$ cat src/rtl/os_pkg.sv
// Shared definitions for the overlap-save framer.
//   state_t    : framer FSM states (S_FILL collects samples, S_SEND streams a frame)
//   ptr_width  : width of the circular-buffer pointers (wraps modulo 2*NFFT)
//   half_len   : overlap / hop size H = NFFT/2
package os_pkg;

    typedef enum logic {
        S_FILL = 1'b0,
        S_SEND = 1'b1
    } state_t;

    function automatic int ptr_width(input int logn);
        return logn + 1;
    endfunction

    function automatic int half_len(input int nfft);
        return nfft / 2;
    endfunction

endpackage

$ cat src/rtl/cplx_ring_buf.sv
// Complex sample storage for the framer: 2**AW entries of DW bits.
//   i_clk, i_rst_n : clock, asynchronous active-low clear of every entry
//   we/waddr/wdata : synchronous write port
//   raddr/rdata    : asynchronous (combinational) read port
module cplx_ring_buf #(
    parameter int AW = 6,
    parameter int DW = 18
) (
    input  logic          i_clk,
    input  logic          i_rst_n,
    input  logic          we,
    input  logic [AW-1:0] waddr,
    input  logic [DW-1:0] wdata,
    input  logic [AW-1:0] raddr,
    output logic [DW-1:0] rdata
);

    logic [DW-1:0] mem [2**AW];

    // NOTE: every entry is cleared on reset because the first frame relies on
    // the H slots ahead of the write pointer reading back as zero; this makes
    // the array flops rather than a RAM macro.
    always_ff @(posedge i_clk or negedge i_rst_n) begin
        if (!i_rst_n) begin
            for (int i = 0; i < 2**AW; i++) mem[i] <= '0;
        end else if (we) begin
            mem[waddr] <= wdata;
        end
    end

    assign rdata = mem[raddr];

endmodule

$ cat src/rtl/os_framer.sv
// Overlap-save framer: turns a continuous I/Q stream into NFFT-sample frames
// that overlap by H = NFFT/2 (frame k = samples k*H-H .. k*H+H-1, negative
// indices read as zero), streamed to an FFT with valid/ready flow control.
//   i_clk, i_rst_n        : clock, asynchronous active-low reset
//   i_valid, i_xI, i_xQ   : upstream samples; o_ready says a sample is taken
//   o_valid, o_xI, o_xQ   : frame samples to the FFT; i_ready is its accept
//   o_start               : marks the first sample of each frame
//   o_overflow            : sticky, set when a sample arrived while !o_ready
module os_framer
    import os_pkg::*;
#(
    parameter int NFFT  = 32,
    parameter int LOGN  = 5,
    parameter int NB_IN = 9
) (
    input  logic                    i_clk,
    input  logic                    i_rst_n,
    input  logic                    i_valid,
    input  logic signed [NB_IN-1:0] i_xI,
    input  logic signed [NB_IN-1:0] i_xQ,
    output logic                    o_ready,
    output logic                    o_valid,
    output logic signed [NB_IN-1:0] o_xI,
    output logic signed [NB_IN-1:0] o_xQ,
    input  logic                    i_ready,
    output logic                    o_start,
    output logic                    o_overflow
);

    localparam int H  = half_len(NFFT);
    localparam int PW = ptr_width(LOGN);

    localparam logic [PW:0]     LVL_FULL = (PW+1)'(2 * NFFT);
    localparam logic [PW:0]     LVL_N    = (PW+1)'(NFFT);
    localparam logic [PW:0]     LVL_H    = (PW+1)'(H);
    localparam logic [PW-1:0]   PTR_H    = PW'(H);
    localparam logic [LOGN-1:0] IDX_LAST = LOGN'(NFFT - 1);

    state_t          state;
    logic [PW-1:0]   wr;
    logic [PW-1:0]   base;
    logic            full;
    logic [LOGN-1:0] rd_idx;

    logic [PW:0]         level;
    logic [PW:0]         level_nxt;
    logic                accept;
    logic                handshake;
    logic                retire;
    logic [2*NB_IN-1:0]  rdata;

    // wr == base is ambiguous (empty or all 2*NFFT slots used); full resolves it.
    assign level     = full ? LVL_FULL : {1'b0, wr - base};
    assign o_ready   = (level < LVL_FULL);
    assign accept    = i_valid && o_ready;
    assign o_valid   = (state == S_SEND);
    assign handshake = o_valid && i_ready;
    assign retire    = handshake && (rd_idx == IDX_LAST);
    assign o_start   = o_valid && (rd_idx == '0);

    // Level after this edge's write and retire; both may happen together.
    assign level_nxt = level + (PW+1)'(accept) - (retire ? LVL_H : '0);

    cplx_ring_buf #(
        .AW (PW),
        .DW (2 * NB_IN)
    ) u_buf (
        .i_clk   (i_clk),
        .i_rst_n (i_rst_n),
        .we      (accept),
        .waddr   (wr),
        .wdata   ({i_xI, i_xQ}),
        .raddr   (base + PW'(rd_idx)),
        .rdata   (rdata)
    );

    assign o_xI = o_valid ? signed'(rdata[2*NB_IN-1:NB_IN]) : '0;
    assign o_xQ = o_valid ? signed'(rdata[NB_IN-1:0])       : '0;

    // NOTE: all state is updated with non-blocking assignments so every
    // register sees the pre-edge values of the others.
    always_ff @(posedge i_clk or negedge i_rst_n) begin
        if (!i_rst_n) begin
            state      <= S_FILL;
            base       <= '0;
            // Starting H ahead of base makes the zeroed slots the leading
            // half of frame 0.
            wr         <= PTR_H;
            full       <= 1'b0;
            rd_idx     <= '0;
            o_overflow <= 1'b0;
        end else begin
            if (accept)              wr         <= wr + 1'b1;
            if (i_valid && !o_ready) o_overflow <= 1'b1;
            full <= (level_nxt == LVL_FULL);

            case (state)
                S_FILL: begin
                    if (level_nxt >= LVL_N) state <= S_SEND;
                end
                S_SEND: begin
                    if (handshake) rd_idx <= rd_idx + 1'b1;
                    if (retire) begin
                        rd_idx <= '0;
                        base   <= base + PTR_H;
                        if (level_nxt < LVL_N) state <= S_FILL;
                    end
                end
                default: state <= S_FILL;
            endcase
        end
    end

endmodule
$ cat config.mk
export PLATFORM = sky130hd
export DESIGN_NAME = os_framer
export DESIGN_NICKNAME = d
export VERILOG_FILES = /design/src/rtl/os_pkg.sv /design/src/rtl/cplx_ring_buf.sv /design/src/rtl/os_framer.sv
export SDC_FILE = /design/constraint.sdc
export NUM_CORES = 2
export LEC_CHECK = 0
export ABC_AREA = 1
export BUFFER_PORTS_ARGS = -buffer_cell sky130_fd_sc_hd__buf_2
export CAP_MARGIN = 40
export CORE_MARGIN = 10
export CORE_UTILIZATION = 41
export CTS_BUF_LIST = sky130_fd_sc_hd__clkbuf_8
export CTS_CLUSTER_DIAMETER = 50
export DETAILED_ROUTE_END_ITERATION = 10
export GPL_TIMING_DRIVEN = 1
export HOLD_SLACK_MARGIN = 0.06
export PLACE_DENSITY_LB_ADDON = 0.12
export SLEW_MARGIN = 20
export SYNTH_ARGS = -nofsm -noshare
export SYNTH_HDL_FRONTEND = slang
export SYNTH_SLANG_ARGS = --single-unit
$ cat constraint.sdc
create_clock -name i_clk -period 7.6 [get_ports i_clk]
set_input_delay 0.76 -clock i_clk [delete_from_list [all_inputs] [get_ports i_clk]]
set_output_delay 0.76 -clock i_clk [all_outputs]
set_load 0.05 [all_outputs]
After elaboration in Yosys (flattened, before gate mapping)

Cells that the tools add are included.

Add/sub/neg operators: 7
Order comparisons: 6
Equal/unequal tests: 2
Mux-type cells: 16
Bitwise logic cells: 3
Reductions and logical operators: 11

Operators with widths:

| cell                | number |
|---|---|
| $bwmux 1152         | 1 |
| $bmux 18 s6         | 1 |
| $demux 18 s6        | 1 |
| $mux 18             | 3 |
| $mux 9              | 2 |
| $mux 5              | 3 |
| $ge 7x7->1 const B  | 2 |
| $not 6->7           | 2 |
| $add 7x1->7         | 1 |
| $eq 7x7->1 const B  | 1 |
| $ge 7x6->1 const B  | 1 |
| $lt 7x1->1 const B  | 1 |
| $lt 7x6->1 const B  | 1 |
| $lt 7x7->1 const B  | 1 |
| $mux 7              | 1 |
| $sub 7x5->7         | 1 |
| $add 6x1->6 const B | 1 |
| $add 6x5->6         | 1 |
| $add 6x5->6 const B | 1 |
| $logic_and 1x1->1   | 6 |
| $sub 6x6->6         | 1 |
| $add 5x1->5 const B | 1 |
| $eq 5x5->1 const B  | 1 |
| $logic_not 5->1     | 1 |
| 6 further kinds     | 9 |

Flip-flop bits (word level): 1172
Input port bits: 22
Output and inout port bits: 22
Logic and storage cells: 115

Logic depth before layout (Yosys ltp)

Depth after elaboration: 10
Gate-level depth with buffers: 18
Gate-level depth less buffers: 16

Hierarchy

From an unflattened synthesis, not the netlist that was laid out.

Cell total of the unflattened synthesis: 6752
Area total of the unflattened synthesis: 53436.2 sq um

Modules (own cells, without submodules):

| module        | times used | cells an instance | area each (sq um) | sequential area each (sq um) |
|---|---|---|---|---|
| cplx_ring_buf | 1          | 6551              | 52107.5           | 28827.6 |
| os_framer     | 1          | 201               | 1328.8            | 401.6 |

Worst setup path after synthesis

OpenSTA, ideal clock, no wires.

Path kind: register to output
Start point: reg rd_idx[1]
End point: out o_start
Data arrival time: 2.452 ns
Required time: 6.840 ns
Slack: 4.388 ns
Cell stages (with the launch flop): 8
Buffers on the path: 3
Cells stage by stage: dfrtp_1 inv_1 clkbuf_1 clkbuf_1 buf_2 ha_1 nand3_1 nor3_1

Word-level cells in the longest chain between the ends: 2

RTL lines:

| what                   | RTL line         | RTL |
|---|---|---|
| start, declared        | os_framer.sv:43  | `logic [LOGN-1:0] rd_idx;` |
| start signal, assigned | os_framer.sv:102 | `if (handshake) rd_idx <= rd_idx + 1'b1;` |
| $logic_not 5->1        | os_framer.sv:59  | `assign o_start = o_valid && (rd_idx == '0);` |
| $logic_and 1x1->1      | os_framer.sv:59  |  |
| end, declared          | os_framer.sv:26  | `output logic o_start,` |

No other way between the ends.

Worst setup path after layout

Start point: reg rd_idx[0]
End point: out o_xI[0]

Word-level cells in the longest chain between the ends: 6

RTL lines:

| what                                       | RTL line            | RTL |
|---|---|---|
| $add 6x5->6                                | os_framer.sv:73     | `.raddr (base + PW'(rd_idx)),` |
| $not 6->7 (not written as such)            | cplx_ring_buf.sv:31 | `assign rdata = mem[raddr];` |
| $bmux 18 s6                                | cplx_ring_buf.sv:31 |  |
| $mux 18 (not written as such) (2 in a row) | cplx_ring_buf.sv:31 |  |
| $mux 9                                     | os_framer.sv:77     | `assign o_xI = o_valid ? signed'(rdata[2*NB_IN-1:NB_IN]) : '0;` |
| end, declared                              | os_framer.sv:23     | `output logic signed [NB_IN-1:0] o_xI,` |

No other way between the ends. The select of a mux whose other input is x is not followed.

==> metrics.txt <==
wire length of the first global-routing pass 270300 um; net count after synthesis 6708; launch point of the worst reg-to-reg path rd_idx[0]; clock tree from TritonCTS built; Via-to-Cell Ratio 5.408; TritonRoute pass-1 iters 8; share of final-layout standard cells stronger than drive strength 1 0.07565; Hold Crit Endpoint o_overflow; I/O pins 44; Clk Latency, worst-skew pair 0.92 ns; M2 GR Usage 0.3632; relative contribution of the clock network to total power 0.221; top cell types by occurrence after synthesis sky130_fd_sc_hd__nand2_1 (2645), sky130_fd_sc_hd__dfrtp_1 (1167), sky130_fd_sc_hd__o21ai_0 (1014), sky130_fd_sc_hd__nand3_1 (978), sky130_fd_sc_hd__clkbuf_1 (455); number of setup violations in the final report 0; Mapped Avg Cell Area 7.977 um2; Hold Fails Final Rpt 0; distinct cell type count of the synthesized netlist 33; sequence of cells on the critical path inv_8 -> buf_16 -> buf_4 -> nand2_1 -> nand3_1 -> nand3_1 -> nand2_1 -> nand2_1 -> nand3_1 -> nand3_1 -> a21oi_1 -> buf_2; initial core utilization 0.4116; # nets final 6515; gr busiest metal met2; port bufs 43; met1 track demand over resource in global routing 0.3408; fmax 167.9 MHz; Slew @ Worst Pin 1.016 ns; WHS Path Cells 2; most repeated library cell on the critical path sky130_fd_sc_hd__nand3_1; Data arrival, critical path 5.20 ns; setup slack on the worst flop-to-flop path 3.60 ns; number of enable flip-flop cells after synthesis 0; maximum vdd ir drop 0.2828 mV; worst stage delay on the critical path 0.76 ns; # clock sinks 1168; library cell used as clock root buffer sky130_fd_sc_hd__clkbuf_8; drt wl/cell 20.75 um; number of slew-limit violations in the final report 0; Die Footprint 0.1446 mm2; PD cells 420.3 mW/mm2; worst setup skew after layout 0.04024 ns; relative contribution of combinational cells to total power 0.399; source of the worst hold timing path i_valid; WL final 173300 um; most common flop cell mapped by yosys sky130_fd_sc_hd__dfrtp_1; maximum fanout encountered on the critical timing path 63; HPWL after DPL 94320 um; maximum number of pins on one net before global-route repair 176; CP required 6.84 ns; endpoint of the worst-slack reg-to-reg timing path full; number of buffers and inverters on the critical path 4; Leak 27.10 nW; height of the chip 380.3 um; Synth Register Bits 1168; cell accounting for the most synthesized area sky130_fd_sc_hd__dfrtp_1; setup repair after global routing missed its margin no; number of buffers between clock root and the deepest sink 3; sum of overflow across all layers after global routing 0; Int Pwr 13.85 mW; initial antenna violation count 3; met3 usage in global routing 0.03966; row count 132; most repeated cell in the gate-level netlist after synthesis sky130_fd_sc_hd__nand2_1; setup TNS after final layout 0 ns; Post-CTS Repair Setup Buffers 0; number of DRC markers in iteration 0 5275; layout overhead on the synthesized area 9.872%; top-area cell type share of the netlist area 0.5486; type of the worst setup path register to primary output; kind of capture point of the worst setup path primary output; Total Routing Usage GR 0.2365; outcome complete, no violations; Vias 45170; worst slack, placed 2.620 ns; depth of the worst register-to-register path 16; share of power burned in registers 0.381; via count of the first global-routing pass 43720; count of max-cap constraint violations 0; post-route ant nets 0; cell class contributing the biggest share of worst-path delay buffers and inverters; ys async rst share 1.000; Max H-tree Level 4; core outline area 0.1293 mm2; post-detailed-route DRC marker count 0; DIE WIDTH 380.3 um; clock transition time at the flip-flop clock pins of the worst setup and hold paths 0.06 ns; combined area of all synthesized cells 0.05323 mm2; fin crit share 0.7837; leading post-synthesis cells by cell area sky130_fd_sc_hd__dfrtp_1 (55%), sky130_fd_sc_hd__nand2_1 (19%), sky130_fd_sc_hd__o21ai_0 (9.5%), sky130_fd_sc_hd__nand3_1 (9.2%), sky130_fd_sc_hd__clkbuf_1 (3.2%); synthesized netlist cell count 6673; Switch Pwr 10.74 mW; min Tclk post-route 5.956 ns; sort of element at the start of the critical path register; post-synthesis sequential area ratio 0.5491; library cell contributing the largest single delay on the critical path sky130_fd_sc_hd__dfrtp_4; number of buffers created by CTS 201; post-cts sizing count 0; Hold/Removal Path Class input port to register; final weighted congestion in routability-driven placement 0.8150; final setup slack of the worst path 1.644 ns; hold bufs inserted after CTS 1; Sw Ratio 0.4367; relative slew slack 0.3225; synthesis warning total 0
==> power by group through the flow <==
stage | logic (mW) | clock network, mW | registers (mW)
after floorplan | 6.46 | 0 | 9.05
after global placement | 9.58 | 0 | 9.38
after detailed placement | 9.73 | 0 | 9.41
after CTS | 9.75 | 5.55 | 9.33
after global routing | 10.9 | 5.84 | 9.59
final | 9.81 | 5.42 | 9.35
==> stage by stage <==
step	util	power, mW	hold WS (ns)	cells	area [um2]
CTS	0.4507	24.63	0.07144	8342	58280
finish	0.4523	24.58	0.1769	8353	58490
global placement	0.4199	18.95	0.4659	7996	54300
floorplan	-	15.51	0.4534	6673	53230
global route	0.4523	26.31	0.1346	8353	58490
detailed placement	0.4219	19.14	0.4727	8009	54560
==> worst max-delay path by stage <==
stage	slack, ns	cells past startpoint	end	startpoint
floorplan	4.39	7	o_start	rd_idx[1]
global placement	2.54	11	o_xI[0]	rd_idx[0]
detailed placement	2.62	11	o_xI[0]	rd_idx[0]
CTS	1.58	11	o_xI[0]	rd_idx[0]
global route	1.34	12	o_xI[0]	rd_idx[0]
finish	1.64	12	o_xI[0]	rd_idx[0]
==> flip-flops by register name, indices dropped and copies added (netlist names) <==
register,flops
o_valid,1
rd_idx,5
base,2
u_buf.mem,1152
o_overflow,1
wr,6
full,1
==> worst reg2reg max path: cells and delay by family (launching register included) <==
family	cells	cell delay, ns
adder cells (fa/ha/maj)	3	0.75
AND/OR/NAND/NOR	7	1.02
buffers and inverters	5	1.04
flip-flops	1	0.95
AO/OA/AOI/OAI	1	0.18
==> cells by family after synthesis <==
logic type / after synthesis / share of synthesized area
DFF: 1168 / 0.5491
buffers and inverters: 601 / 0.04605
AOI/OAI and AO/OA: 1184 / 0.1114
and+or+nand+nor: 3695 / 0.2884
adders and majority gates: 13 / 0.003056
xor gates and xnor gates: 12 / 0.001974
==> cells in the final DEF, fill, tap and decap left out, drive strengths merged <==
cell type,netlist,routed
ha,13,13
or2,2,2
clkinvlp,0,2
a21oi,24,24
nor2,21,21
bufinv,0,1
nor3,9,9
nor4,1,1
clkinv,25,15
a21o,1,1
dfrtp,1167,1167
dlygate4sd3,0,1
o21ai,1158,1158
buf,99,157
a31oi,1,1
clkbuf,455,240
inv,22,121
nand2,2681,2681
xor2,6,6
dfstp,1,1
xnor2,6,6
diode,0,2
nand4,3,3
nand3,978,978
==> routing by layer <==
metal | vias to the layer above | wire length (um)
met2 | 1365 | 76690
met1 | 22140 | 81330
met5 | - | 0
met3 | 221 | 11060
met4 | 0 | 4223
li1 | 21450 | -
==> layout make-up <==
class                      count  area, um2
fill                       13120      70830
sequential                  1168      29240
timing repair buffer         158       1570
clock buffer                 240       3303
inverter                      47      202.7
multi-input combinational   4904      21570
tap                         1742       2180
antenna                        2      5.005
clock inverter                92      409.1
Power figures use the tool's default switching activity.
